`src/rtl/store_buffer_if.sv`:
```
// Store-buffer bus bundle: MEM-stage store/load requests, memory-side head entry and stall.
interface store_buffer_if #(
   parameter int unsigned AW = 2
);
   logic          st_valid;
   logic [31:0]   st_addr;
   logic [31:0]   st_wdata;
   logic [3:0]    st_byteen;
   logic [31:0]   st_pc;
   logic          ld_valid;
   logic [31:0]   ld_addr;
   logic          mem_ready;
   logic          stall;
   logic [31:0]   m_data_addr;
   logic [31:0]   m_data_wdata;
   logic [3:0]    m_data_byteen;
   logic [31:0]   m_inst_addr;
   logic [AW:0]   count;

   // Pipeline/memory side: drives requests and memory acceptance, observes the buffer.
   modport master (
      output st_valid, st_addr, st_wdata, st_byteen, st_pc,
      output ld_valid, ld_addr, mem_ready,
      input  stall, m_data_addr, m_data_wdata, m_data_byteen, m_inst_addr, count
   );

   // Buffer side.
   modport slave (
      input  st_valid, st_addr, st_wdata, st_byteen, st_pc,
      input  ld_valid, ld_addr, mem_ready,
      output stall, m_data_addr, m_data_wdata, m_data_byteen, m_inst_addr, count
   );
endinterface

```
`src/rtl/store_buffer.sv`:
```
// Posted-write FIFO between the MEM stage and the data memory port. Stores drain in program
// order; a load to any word still pending in the buffer stalls (no forwarding).
module store_buffer #(
   parameter int unsigned DEPTH = 4,
   parameter int unsigned AW    = 2
) (
   input logic           clk,
   input logic           reset,
   store_buffer_if.slave bus
);
   localparam logic [AW:0] FullCount = (AW+1)'(DEPTH);

   logic [29:0]   addrMem   [DEPTH];
   logic [31:0]   wdataMem  [DEPTH];
   logic [3:0]    byteenMem [DEPTH];
   logic [31:0]   pcMem     [DEPTH];

   logic [AW-1:0] wrPtrQ, wrPtrD;
   logic [AW-1:0] rdPtrQ, rdPtrD;
   logic [AW:0]   countQ, countD;

   logic          full;
   logic          empty;
   logic          stReq;
   logic          push;
   logic          pop;
   logic          ldHit;
   logic          unusedAddrBits;

   assign full  = (countQ == FullCount);
   assign empty = (countQ == '0);
   // A store with no byte lanes is not a store at all.
   assign stReq = bus.st_valid & (bus.st_byteen != 4'b0000);
   // Full refuses a push even when a pop frees a slot on the same edge.
   assign push  = stReq & ~full;
   assign pop   = ~empty & bus.mem_ready;

   // Byte offsets are dropped: entries and hazard compares work on word addresses.
   assign unusedAddrBits = ^{bus.st_addr[1:0], bus.ld_addr[1:0]};

   // Next-state for pointers and occupancy.
   always_comb begin
      wrPtrD = wrPtrQ;
      rdPtrD = rdPtrQ;
      countD = countQ;
      if (push) wrPtrD = wrPtrQ + AW'(1);
      if (pop)  rdPtrD = rdPtrQ + AW'(1);
      case ({push, pop})
         2'b10:   countD = countQ + (AW+1)'(1);
         2'b01:   countD = countQ - (AW+1)'(1);
         default: countD = countQ;
      endcase
   end

   // Pointer/occupancy state and entry byte enables; reset discards everything in flight.
   always_ff @(posedge clk) begin
      if (reset) begin
         wrPtrQ <= '0;
         rdPtrQ <= '0;
         countQ <= '0;
         for (int i = 0; i < DEPTH; i++) begin
            byteenMem[i] <= 4'b0000;
         end
      end else begin
         wrPtrQ <= wrPtrD;
         rdPtrQ <= rdPtrD;
         countQ <= countD;
         if (push) byteenMem[wrPtrQ] <= bus.st_byteen;
      end
   end

   // Entry payload; qualified by count, so it needs no reset.
   always_ff @(posedge clk) begin
      if (push) begin
         addrMem[wrPtrQ]  <= bus.st_addr[31:2];
         wdataMem[wrPtrQ] <= bus.st_wdata;
         pcMem[wrPtrQ]    <= bus.st_pc;
      end
   end

   // Load hazard: any valid entry (including one popping now) with the same word address.
   always_comb begin
      logic [AW-1:0] offset;
      offset = '0;
      ldHit  = 1'b0;
      for (int i = 0; i < DEPTH; i++) begin
         offset = AW'(i) - rdPtrQ;
         if (({1'b0, offset} < countQ) && (addrMem[i] == bus.ld_addr[31:2])) begin
            ldHit = 1'b1;
         end
      end
      ldHit = ldHit & bus.ld_valid;
   end

   // Head entry presented to memory, forced to zero when the buffer is empty.
   always_comb begin
      bus.m_data_addr   = 32'h0;
      bus.m_data_wdata  = 32'h0;
      bus.m_data_byteen = 4'b0000;
      bus.m_inst_addr   = 32'h0;
      if (!empty) begin
         bus.m_data_addr   = {addrMem[rdPtrQ], 2'b00};
         bus.m_data_wdata  = wdataMem[rdPtrQ];
         bus.m_data_byteen = byteenMem[rdPtrQ];
         bus.m_inst_addr   = pcMem[rdPtrQ];
      end
   end

   assign bus.stall = (stReq & full) | ldHit;
   assign bus.count = countQ;
endmodule

```
`src/flat_wrapper.sv`:
```
// flat-port wrapper written by rule: the top's interface ports become plain ports
module store_buffer_flat 
#(
   parameter int unsigned DEPTH = 4,
   parameter int unsigned AW    = 2
)
  (clk, reset, bus_st_valid, bus_st_addr, bus_st_wdata, bus_st_byteen, bus_st_pc, bus_ld_valid, bus_ld_addr, bus_mem_ready, bus_stall, bus_m_data_addr, bus_m_data_wdata, bus_m_data_byteen, bus_m_inst_addr, bus_count);
  store_buffer_if #(.AW(AW)) bus_i ();
  input logic clk;
  input logic reset;
  input wire logic [$bits(bus_i.st_valid)-1:0] bus_st_valid;
  input wire logic [$bits(bus_i.st_addr)-1:0] bus_st_addr;
  input wire logic [$bits(bus_i.st_wdata)-1:0] bus_st_wdata;
  input wire logic [$bits(bus_i.st_byteen)-1:0] bus_st_byteen;
  input wire logic [$bits(bus_i.st_pc)-1:0] bus_st_pc;
  input wire logic [$bits(bus_i.ld_valid)-1:0] bus_ld_valid;
  input wire logic [$bits(bus_i.ld_addr)-1:0] bus_ld_addr;
  input wire logic [$bits(bus_i.mem_ready)-1:0] bus_mem_ready;
  output wire logic [$bits(bus_i.stall)-1:0] bus_stall;
  output wire logic [$bits(bus_i.m_data_addr)-1:0] bus_m_data_addr;
  output wire logic [$bits(bus_i.m_data_wdata)-1:0] bus_m_data_wdata;
  output wire logic [$bits(bus_i.m_data_byteen)-1:0] bus_m_data_byteen;
  output wire logic [$bits(bus_i.m_inst_addr)-1:0] bus_m_inst_addr;
  output wire logic [$bits(bus_i.count)-1:0] bus_count;
  assign bus_i.st_valid = bus_st_valid;
  assign bus_i.st_addr = bus_st_addr;
  assign bus_i.st_wdata = bus_st_wdata;
  assign bus_i.st_byteen = bus_st_byteen;
  assign bus_i.st_pc = bus_st_pc;
  assign bus_i.ld_valid = bus_ld_valid;
  assign bus_i.ld_addr = bus_ld_addr;
  assign bus_i.mem_ready = bus_mem_ready;
  assign bus_stall = bus_i.stall;
  assign bus_m_data_addr = bus_i.m_data_addr;
  assign bus_m_data_wdata = bus_i.m_data_wdata;
  assign bus_m_data_byteen = bus_i.m_data_byteen;
  assign bus_m_inst_addr = bus_i.m_inst_addr;
  assign bus_count = bus_i.count;
  store_buffer #(.DEPTH(DEPTH), .AW(AW)) u_core (.clk(clk), .reset(reset), .bus(bus_i));
endmodule
```
`config.mk`:
```
export PLATFORM = sky130hd
export DESIGN_NAME = store_buffer_flat
export DESIGN_NICKNAME = d
export VERILOG_FILES = /design/src/rtl/store_buffer_if.sv /design/src/rtl/store_buffer.sv /design/src/flat_wrapper.sv
export SDC_FILE = /design/constraint.sdc
export NUM_CORES = 1
export LEC_CHECK = 0
export BUFFER_PORTS_ARGS = -buffer_cell sky130_fd_sc_hd__buf_2
export CAP_MARGIN = 20
export CELL_PAD_IN_SITES_DETAIL_PLACEMENT = 0
export CELL_PAD_IN_SITES_GLOBAL_PLACEMENT = 2
export CORE_ASPECT_RATIO = 0.5
export CORE_UTILIZATION = 39
export CTS_CLUSTER_SIZE = 28
export DETAILED_ROUTE_END_ITERATION = 7
export GPL_ROUTABILITY_DRIVEN = 0
export PLACE_DENSITY_LB_ADDON = 0.15
export SLEW_MARGIN = 20
export SYNTH_ARGS = -nofsm -noshare
export SYNTH_HDL_FRONTEND = slang
export SYNTH_SLANG_ARGS = --single-unit
```
`constraint.sdc`:
```
create_clock -name clk -period 3.6 [get_ports clk]
set_input_delay 0.36 -clock clk [delete_from_list [all_inputs] [get_ports clk]]
set_output_delay 0.36 -clock clk [all_outputs]
set_load 0.01 [all_outputs]
```
# Word-level counts from Yosys, hierarchy flattened
# Memories as Yosys holds them, arrays and structs flattened. A register that Yosys moved wholly into a read port is not among the register bits.
# Index checks and enable logic that the tools add are counted.
[totals] mem_bits_rw=392 reg_bits=7 memories=4 word_cells=68
[op_classes] muxes=26 add_sub_neg=8 n_eq_ne=7 bitwise_logic=8 n_reduce_logical=8 n_lt_le_gt_ge=4
[mem_list] memory="u_core.pcMem" depth=4 word_bits=32 rd=1 rd_clocked_by_memory_dff=1 wr=1 line_no="store_buffer.sv:16" text="logic [31:0] pcMem [DEPTH];"
[mem_list] memory="u_core.wdataMem" depth=4 word_bits=32 rd=1 rd_clocked_by_memory_dff=1 wr=1 line_no="store_buffer.sv:14" text="logic [31:0] wdataMem [DEPTH];"
[mem_list] memory="u_core.addrMem" depth=4 word_bits=30 rd=5 rd_clocked_by_memory_dff=1 wr=1 line_no="store_buffer.sv:13" text="logic [29:0] addrMem [DEPTH];"
[mem_list] memory="u_core.byteenMem" depth=4 word_bits=4 rd=1 rd_clocked_by_memory_dff=1 wr=4 line_no="store_buffer.sv:15" text="logic [3:0] byteenMem [DEPTH];"
[ops] op="equality test 30 bit" count=4
[ops] op="two-way mux 32 bit" count=3
[ops] op="two-way mux 2 bit" count=9
[ops] op="less-than comparator 2 x 3 -> 1 bit" count=4
[ops] op="two-way mux 1 bit" count=11
[ops] op="two-way mux 4 bit" count=2
[ops] op="one-hot mux 3 bit (2 select lines)" count=1
[ops] op="AND 1 bit" count=5
[ops] op="adder 2 x 1 -> 2 bit (second input constant)" count=2
[ops] op="logical AND 1 bit" count=4
[ops] op="nonzero test 4 bit" count=1
[ops] op="OR reduction 4 bit" count=1
[ops] op="subtractor 1 x 2 -> 2 bit (first input constant)" count=2
[ops] op="subtractor 2 bit (first input constant)" count=2
[ops] op="adder 3 x 1 -> 3 bit (second input constant)" count=1
[ops] op="equality test 3 bit (second input constant)" count=1
[ops] op="zero test 3 bit" count=1
[ops] op="subtractor 3 x 1 -> 3 bit (second input constant)" count=1
[ops] op="equality test 2 x 1 -> 1 bit (second input constant)" count=1
[ops] op="equality test 2 bit (second input constant)" count=1
[ops] op="NOT 1 bit" count=2
[ops] op="nonzero test 2 bit" count=1
[ops] op="bitwise OR 1 bit" count=1

# Depth between registers and ports, before layout
# Gate-level depths: netlist of run 1.
[depth] ltp_word=9 ltp_mapped=9

# Worst setup path after synthesis of run 1
# No wires, ideal clock.
[synth_path] kind="flip-flop to flip-flop" start="register u_core.countQ[0] (netlist: u_core.bus.count[0])" end="memory u_core.addrMem[2][0], enable pin" path_stages_with_launch=4 setup_time_ps=463 arrival_time_ps=3100 period_less_slack_ps=3563 slack_ps=37 path_cell_list="dfxtp_1 > nor2_1 > a21oi_4 > and2_1"
[synth_between] elab_chain_len=5
[synth_rtl] element="from (decl)" line_no="store_buffer.sv:20" text="logic [AW:0] countQ, countD;"
[synth_rtl] element="from (signal assigned)" line_no="store_buffer.sv:67" text="countQ <= countD;"
[synth_rtl] element="equality test 3 bit" line_no="store_buffer.sv:30" text="assign full = (countQ == FullCount);"
[synth_rtl] element="NOT 1 bit" line_no="store_buffer.sv:35" text="assign push = stReq & ~full;"
[synth_rtl] element="AND 1 bit" line_no="store_buffer.sv:35"
[synth_rtl] element="two-way mux 1 bit" line_no="store_buffer.sv:74" text="if (push) begin"
[synth_rtl] element="two-way mux 1 bit (implied by the code)" line_no="store_buffer.sv:75" text="addrMem[wrPtrQ] <= bus.st_addr[31:2];"
[synth_rtl] element="to (decl)" line_no="store_buffer.sv:13"
# No other way between the ends.

==> results of run 1 <==
## layout by cell type, fill, tap and decap left out, types with 10 or more instances in the layout
| cell | synthesis | layout |
|---|---|---|
| edfxtp_1 | 392 | 392 |
| and2_1 | 20 | 16 |
| dlygate4sd3_1 | 0 | 28 |
| nor2_1 | 10 | 10 |
| clkbuf_16 | 0 | 40 |
| buf_4 | 4 | 10 |
| xnor2_1 | 12 | 12 |
| nor2b_1 | 99 | 99 |
| nor4_1 | 24 | 24 |
| buf_2 | 13 | 234 |
| clkinv_2 | 0 | 11 |
| mux4_2 | 98 | 98 |
| xor2_1 | 114 | 114 |
## Yosys cell counts (2+ instances only)
cell type    n  area share, %
xor2_1     114            5.9
inv_2        2          0.045
edfxtp_1   392             70
buf_4        4           0.18
a21oi_1      7           0.21
nor2_1      10           0.22
nor3_1       4           0.12
or2_1        3           0.11
a211oi_1     2          0.089
dfxtp_1      9            1.1
nor4_1      24           0.89
and2_1      20           0.74
ha_1         9           0.67
buf_2       13           0.39
mux4_2      98             13
xnor2_1     12           0.62
inv_1        8           0.18
buf_1        2          0.045
clkbuf_1    15           0.33
nor2b_1     99            3.7
nand4_1      9           0.33
nand2_1      2          0.045
nor3_2       3           0.18
## logic make-up (layout without fill, tap and decap cells)
| family | Yosys count | count (layout) |
|---|---|---|
| AOI/OAI and AO/OA | 18 | 18 |
| xor gates and xnor gates | 126 | 126 |
| adders and majority gates | 10 | 10 |
| buffers and inverters | 45 | 358 |
| DFF | 401 | 401 |
| muxes | 99 | 99 |
| other | 1 | 2 |
| and+or+nand+nor | 179 | 179 |
## per-layer routing
| layer | part of all wire, % | vias up | track usage [%] |
|---|---|---|---|
| met4 | 1.3 | 4 | 3.69 |
| met5 | 0.059 | - | 0 |
| li1 | - | 4023 | - |
| met3 | 3.9 | 44 | 3.41 |
| met2 | 52 | 146 | 32.5 |
| met1 | 42 | 4545 | 24.7 |
## registers in the layout (all words and copies together), names as in the netlist, named ones only
name / flops
u_core.bus.count: 3
u_core.pcMem: 128
u_core.wrPtrQ: 2
u_core.rdPtrQ: 2
u_core.wdataMem: 128
u_core.byteenMem: 16
u_core.addrMem: 120
## metrics by stage
step / area [um^2] / hold slack (ns) / utilization [%] / total power [W] / setup slack [ns]
final: 20300 / 0.0378 / 48.0 / 0.0140 / 0.547
after global routing: 20300 / 0.0109 / 48.0 / 0.0147 / 0.331
after CTS: 20300 / 0.00147 / 48.0 / 0.0143 / 0.451
after detailed placement: 18800 / 0.575 / 44.5 / 0.0103 / 0.912
after global placement: 18800 / 0.569 / 44.5 / 0.0103 / 0.904
after floorplan: 16900 / 0.459 / - / 0.00858 / 0.0372
## power by group through the flow
stage | combinational, W | sequential, W | clock (W)
detailed placement | 0.00424 | 0.00603 | 0
finish | 0.00414 | 0.00592 | 0.00393
CTS | 0.00429 | 0.00593 | 0.00405
global placement | 0.00425 | 0.00600 | 0
floorplan | 0.00268 | 0.00590 | 0
global route | 0.00451 | 0.00597 | 0.00422
## final timing paths
check                                         endpoint  slack (ns)  depth (start not counted)
worst max-delay path                         bus_stall        0.55                          7
worst min-delay path               u_core.pcMem[3][28]        0.04                          1
worst max register to register  u_core.wdataMem[1][28]        1.01                          4
worst min register to register     u_core.bus.count[1]        0.62                          2
## cell type report
type / count / area share, %
sequential: 401 / 58.9
multi-input combinational: 434 / 23.3
timing repair buffer: 278 / 8.11
clock buffer: 44 / 5.00
tap: 577 / 3.56
clock inverter: 26 / 0.949
inverter: 10 / 0.185
## what timing repair did
action,CTS,global route
resized for setup,0,0
hold buffers,28,0
setup endpoints to repair,0,0
endpoints found under the hold margin,98,0
==> summary.txt, run 1 <==
Detailed routing
  – DR vias: 8762
  – Final antenna-violating net count: 0
  – Drt total wl: 40500 um
  – DR iter-0 viols: 518
  – Drt drc: 0
  – Via density: 4.95
  – DRT Pass-1 Iters: 6
  – Avg WL per Cell: 22.9 um

Power
  – Sw Ratio: 30.7%
  – Sw power: 0.00430 W
  – Sequential Power Share: 42.3%
  – Maximum VDD drop: 779 uV
  – Clock share of power: 28.1%
  – Power Dens Cells: 689 mW/mm^2
  – Internal power: 0.00969 W
  – Pleak: 7.02 nW
  – Combinational power share: 29.6%

CTS
  – Worst skew pair latency: 0.55 ns
  – Reg clk slew, reported paths: 0.06 ns
  – Sink Count: 401
  – TritonCTS Buffers: 40
  – Max clock buf depth: 3
  – # H-tree levels: 2
  – CTS tree: built
  – Post-CTS setup buffers: 0
  – CTS Root Cell: clkbuf_16

Synthesis
  – Xor/xnor cell area share of the yosys netlist: 6.54%
  – Unique masters post-synth: 41
  – Post-synth EDFFs: 392
  – Fraction of registers with async set/reset: 0%
  – Avg Cell Area, Syn: 19.2 um^2
  – Register bit total from synthesis: 401
  – Adder-cell share of the synthesized area: 0.786%
  – Mapped Cells: 879
  – Compound-Gate Fraction of Synth Area: 0.853%
  – Top_reg_cell synth: edfxtp_1
  – Synth Cell Area: 0.0169 mm^2
  – Largest family of logic cells by synthesized area: multiplexers
  – Post-synthesis mux area share: 13.1%
  – Seq/Total Area, Yosys: 70.8%
  – Simple-Gate Fraction of Synth Area: 6.59%
  – Yosys warnings: 0

Worst setup path
  – CP max stage cell: nor4_1
  – Critical Path End Type: output port
  – Max incr delay on CP: 0.55 ns
  – Crit path cell chain: xor2_1 > nor4_1 > nand4_1 > a211oi_2 > a41oi_1 > o2111ai_1 > buf_2
  – Critical Path Source: u_core.addrMem[1][26]
  – R2R Path Start: u_core.bus.count[0]
  – Critical path startpoint category: flop
  – CP max FO: 2
  – Critical path arrival: 2.69 ns
  – Family with the most delay on the worst path: simple AND/OR/NAND/NOR gates
  – Buf/Inv on CP: 1
  – CP required: 3.24 ns
  – Critical path class: flop to output port

Finish
  – Synth-to-layout area growth: 20.3%
  – Antenna cells: 0
  – Fillers: 3737
  – Area of the multi-input gates: 0.00473 mm^2
  – Fraction of layout cells with a size suffix above 1: 35.5%
  – Nets@finish: 1312
  – Post-route insts no fill: 1770
  – Seq. cell area: 0.0120 mm^2

Timing
  – Hold Fails Final Rpt: 0
  – Max Clk Rate: 328 MHz
  – Slew headroom: 39.1%
  – Final setup fails: 0
  – Clk_skew: 0.0186 ns
  – Max-slew violations: 0
  – RSZ-0062 raised after global routing: no
  – Final min period: 3.05 ns
  – Post-route clock period utilization: 84.8%
  – Total negative slack: 0 ns
  – Worst Max-Slew Pin Slew: 0.913 ns

Die
  – Total core area: 0.0423 mm^2
  – Starting Density: 39.9%
  – Chip height: 149 um
  – IO Pins: 241
  – Die X: 296 um
  – Die area: 0.0441 mm^2
  – Core Rows: 53

Global route
  – GRT Overall Usage: 18.7%
  – Grt total ovfl: 0
  – Vias in the first global route: 9468
  – Antenna violations before repair: 2
  – First-pass GRT wire length: 60000 um
  – Largest net degree at the start of global routing: 99

Placed design
  – PortBufs: 234
  – Placed cell count: 1672
  – HPWL Detailed: 26500 um

Hold path
  – Path type of the worst min-delay path: input pin to flop
  – HP Start: bus_st_pc[28]

Run
  – Number of max-cap violations: 0

Outcome
  – Outcome: finished clean
(Power assumes the default switching activity.)
==> run 2: changes to the inputs <==
==> constraint.sdc (replaced) <==
create_clock -name clk -period 2.5 [get_ports clk]
set_input_delay 0.25 -clock clk [delete_from_list [all_inputs] [get_ports clk]]
set_output_delay 0.25 -clock clk [all_outputs]
set_load 0.01 [all_outputs]
==> summary.txt, run 2 (synthesis gave the netlist of run 1 again) <==
Detailed routing
  – Avg WL per Cell: 22.3 um (was 22.9 um)
  – DR vias: 9125 (was 8762)
  – Via density: 4.92 (was 4.95)
  – Drt total wl: 41300 um (was 40500 um)
  – Drt drc: 0 (unchanged)
  – DRT Pass-1 Iters: 4 (was 6)
  – Final antenna-violating net count: 0 (unchanged)
  – DR iter-0 viols: 509 (was 518)

Timing
  – Clk_skew: 0.0100 ns (was 0.0186 ns)
  – Max Clk Rate: 360 MHz
  – Slew headroom: 53.5% (was 39.1%)
  – Worst Max-Slew Pin Slew: 0.697 ns (was 0.913 ns)
  – Final min period: 2.78 ns
  – Max-slew violations: 0 (unchanged)
  – RSZ-0062 raised after global routing: yes (was no)
  – Post-route clock period utilization: 111%
  – Final hold slack: 0.0520 ns (was 0.0378 ns)
  – Fin worst setup slack: -0.276 ns (was 0.547 ns)
  – Final setup fails: 1 (was 0)
  – Hold Fails Final Rpt: 0 (unchanged)

Worst setup path
  – Critical path startpoint category: flop (unchanged)
  – Critical path arrival: 2.53 ns (was 2.69 ns)
  – CP max stage cell: edfxtp_1 (was nor4_1)
  – CP max FO: 2 (unchanged)
  – Critical path class: flop to output port (unchanged)
  – Buf/Inv on CP: 1 (unchanged)
  – Max incr delay on CP: 0.41 ns (was 0.55 ns)
  – Family with the most delay on the worst path: simple AND/OR/NAND/NOR gates (unchanged)
  – Crit path cell chain: xor2_1 > nor4_1 > nand4_1 > a2111oi_4 > a41oi_2 > o2111ai_2 > buf_2 (was xor2_1 > nor4_1 > nand4_1 > a211oi_2 > a41oi_1 > o2111ai_1 > buf_2)
  – CP required: 2.25 ns (was 3.24 ns)
  – Critical Path End Type: output port (unchanged)

Die
  – Core Rows: 53 (unchanged)
  – IO Pins: 241 (unchanged)
  – Die X: 296 um (unchanged)
  – Total core area: 0.0423 mm^2 (unchanged)
  – Starting Density: 39.9% (unchanged)
  – Chip height: 149 um (unchanged)
  – Die area: 0.0441 mm^2 (unchanged)

Finish
  – Post-layout util: 50.3% (was 48.0%)
  – Post-route cell area: 0.0213 mm^2 (was 0.0203 mm^2)
  – Synth-to-layout area growth: 26.1% (was 20.3%)
  – Biggest registers after layout: u_core.pcMem: 128 flops, u_core.wdataMem: 128 flops, u_core.addrMem: 120 flops (unchanged)
  – Nets@finish: 1398 (was 1312)
  – Most frequent cells in the layout: edfxtp_1, buf_2, xor2_1 (unchanged)
  – Most common cell after layout, fill and taps aside: edfxtp_1 (unchanged)
  – Fraction of layout cells with a size suffix above 1: 34.8% (was 35.5%)
  – Antenna cells: 0 (unchanged)

Power
  – Maximum VDD drop: 990 uV (was 779 uV)
  – Power, Total: 0.0205 W (was 0.0140 W)
  – Pleak: 7.43 nW (was 7.02 nW)
  – Power Dens Cells: 963 mW/mm^2 (was 689 mW/mm^2)

Hold path
  – Path type of the worst min-delay path: input pin to flop (unchanged)

Global route
  – Largest net degree at the start of global routing: 99 (unchanged)
  – First-pass GRT wire length: 60800 um (was 60000 um)
  – Vias in the first global route: 9873 (was 9468)
  – Grt total ovfl: 0 (unchanged)
  – GRT Overall Usage: 18.9% (was 18.7%)
  – Antenna violations before repair: 0 (was 2)

Placed design
  – Place WS: 0.146 ns (was 0.912 ns)
  – PortBufs: 234 (unchanged)
  – DP Area: 0.0189 mm^2 (was 0.0188 mm^2)
  – HPWL Detailed: 25700 um (was 26500 um)

Outcome
  – Failing checks: negative setup slack
  – Outcome: finished with violations (was finished clean)

CTS
  – # H-tree levels: 2 (unchanged)
  – Reg clk slew, reported paths: 0.06 ns (about the same)
  – Max clock buf depth: 3 (unchanged)
  – TritonCTS Buffers: 40 (unchanged)
  – CTS tree: built (unchanged)
  – Sink Count: 401 (unchanged)
  – Worst skew pair latency: 0.53 ns (was 0.55 ns)
  – CTS Root Cell: clkbuf_16 (unchanged)

Run
  – Number of max-cap violations: 0 (unchanged)
==> run 2: cell count changes in the layout (fill, tap and decap cells not counted), sizes merged <==
cell and delta:
bufinv -2, dlygate4sd3 +66, clkinvlp -3, clkbuf +8, buf +19, clkinv -4
inv +1
==> run 2: path summary, 6_finish.rpt <==
kind         slack [ns]  cells past startpoint                  start                      to
max               -0.28                      7  u_core.addrMem[0][24]               bus_stall
min                0.05                      2       bus_st_byteen[3]  u_core.byteenMem[3][3]
max reg2reg        0.34                      8    u_core.bus.count[0]     u_core.bus.count[2]
min reg2reg        0.58                      2    u_core.bus.count[1]     u_core.bus.count[1]
==> run 2: per-layer routing <==
metal  GRT usage [%]  routed length [um]
met1            25.7               18300
met2            31.9               20700
met3            3.37                1650
met4            3.92                 694
met5               0                   0
==> run 2: final cells by class <==
class / instances / area, um^2
multi-input combinational: 434 / 4790
inverter: 10 / 37.5
timing repair buffer: 364 / 2620
clock buffer: 51 / 1040
sequential: 401 / 12000
clock inverter: 18 / 98.8
fill: 3637 / 21000
tap: 577 / 722
==> run 2: timing repair <==
item / in CTS / in global routing
gates resized for setup: 9 / 9
pin swaps: 5 / 0
buffers inserted: 4 / 4
gates cloned: 2 / 1
hold endpoints to repair: 376 / 0
endpoints found under the setup margin: 90 / 9
hold buffers: 94 / 0
==> run 2: report_power, final <==
group | total [W] | leakage [nW] | switching, W | internal [W]
sequential | 0.00837 | 3.69 | 0.000254 | 0.00812
clock | 0.00544 | 0.562 | 0.00249 | 0.00295
combinational | 0.00667 | 3.18 | 0.00360 | 0.00306
==> run 2: stage by stage <==
stage	setup TNS (ns)	std cells
5_1_grt	-0.403	1855
4_1_cts	-0.294	1850
3_5_place_dp	0	1681
2_1_floorplan	-11.09	880
3_3_place_gp	0	1681
6_report	-0.276	1855
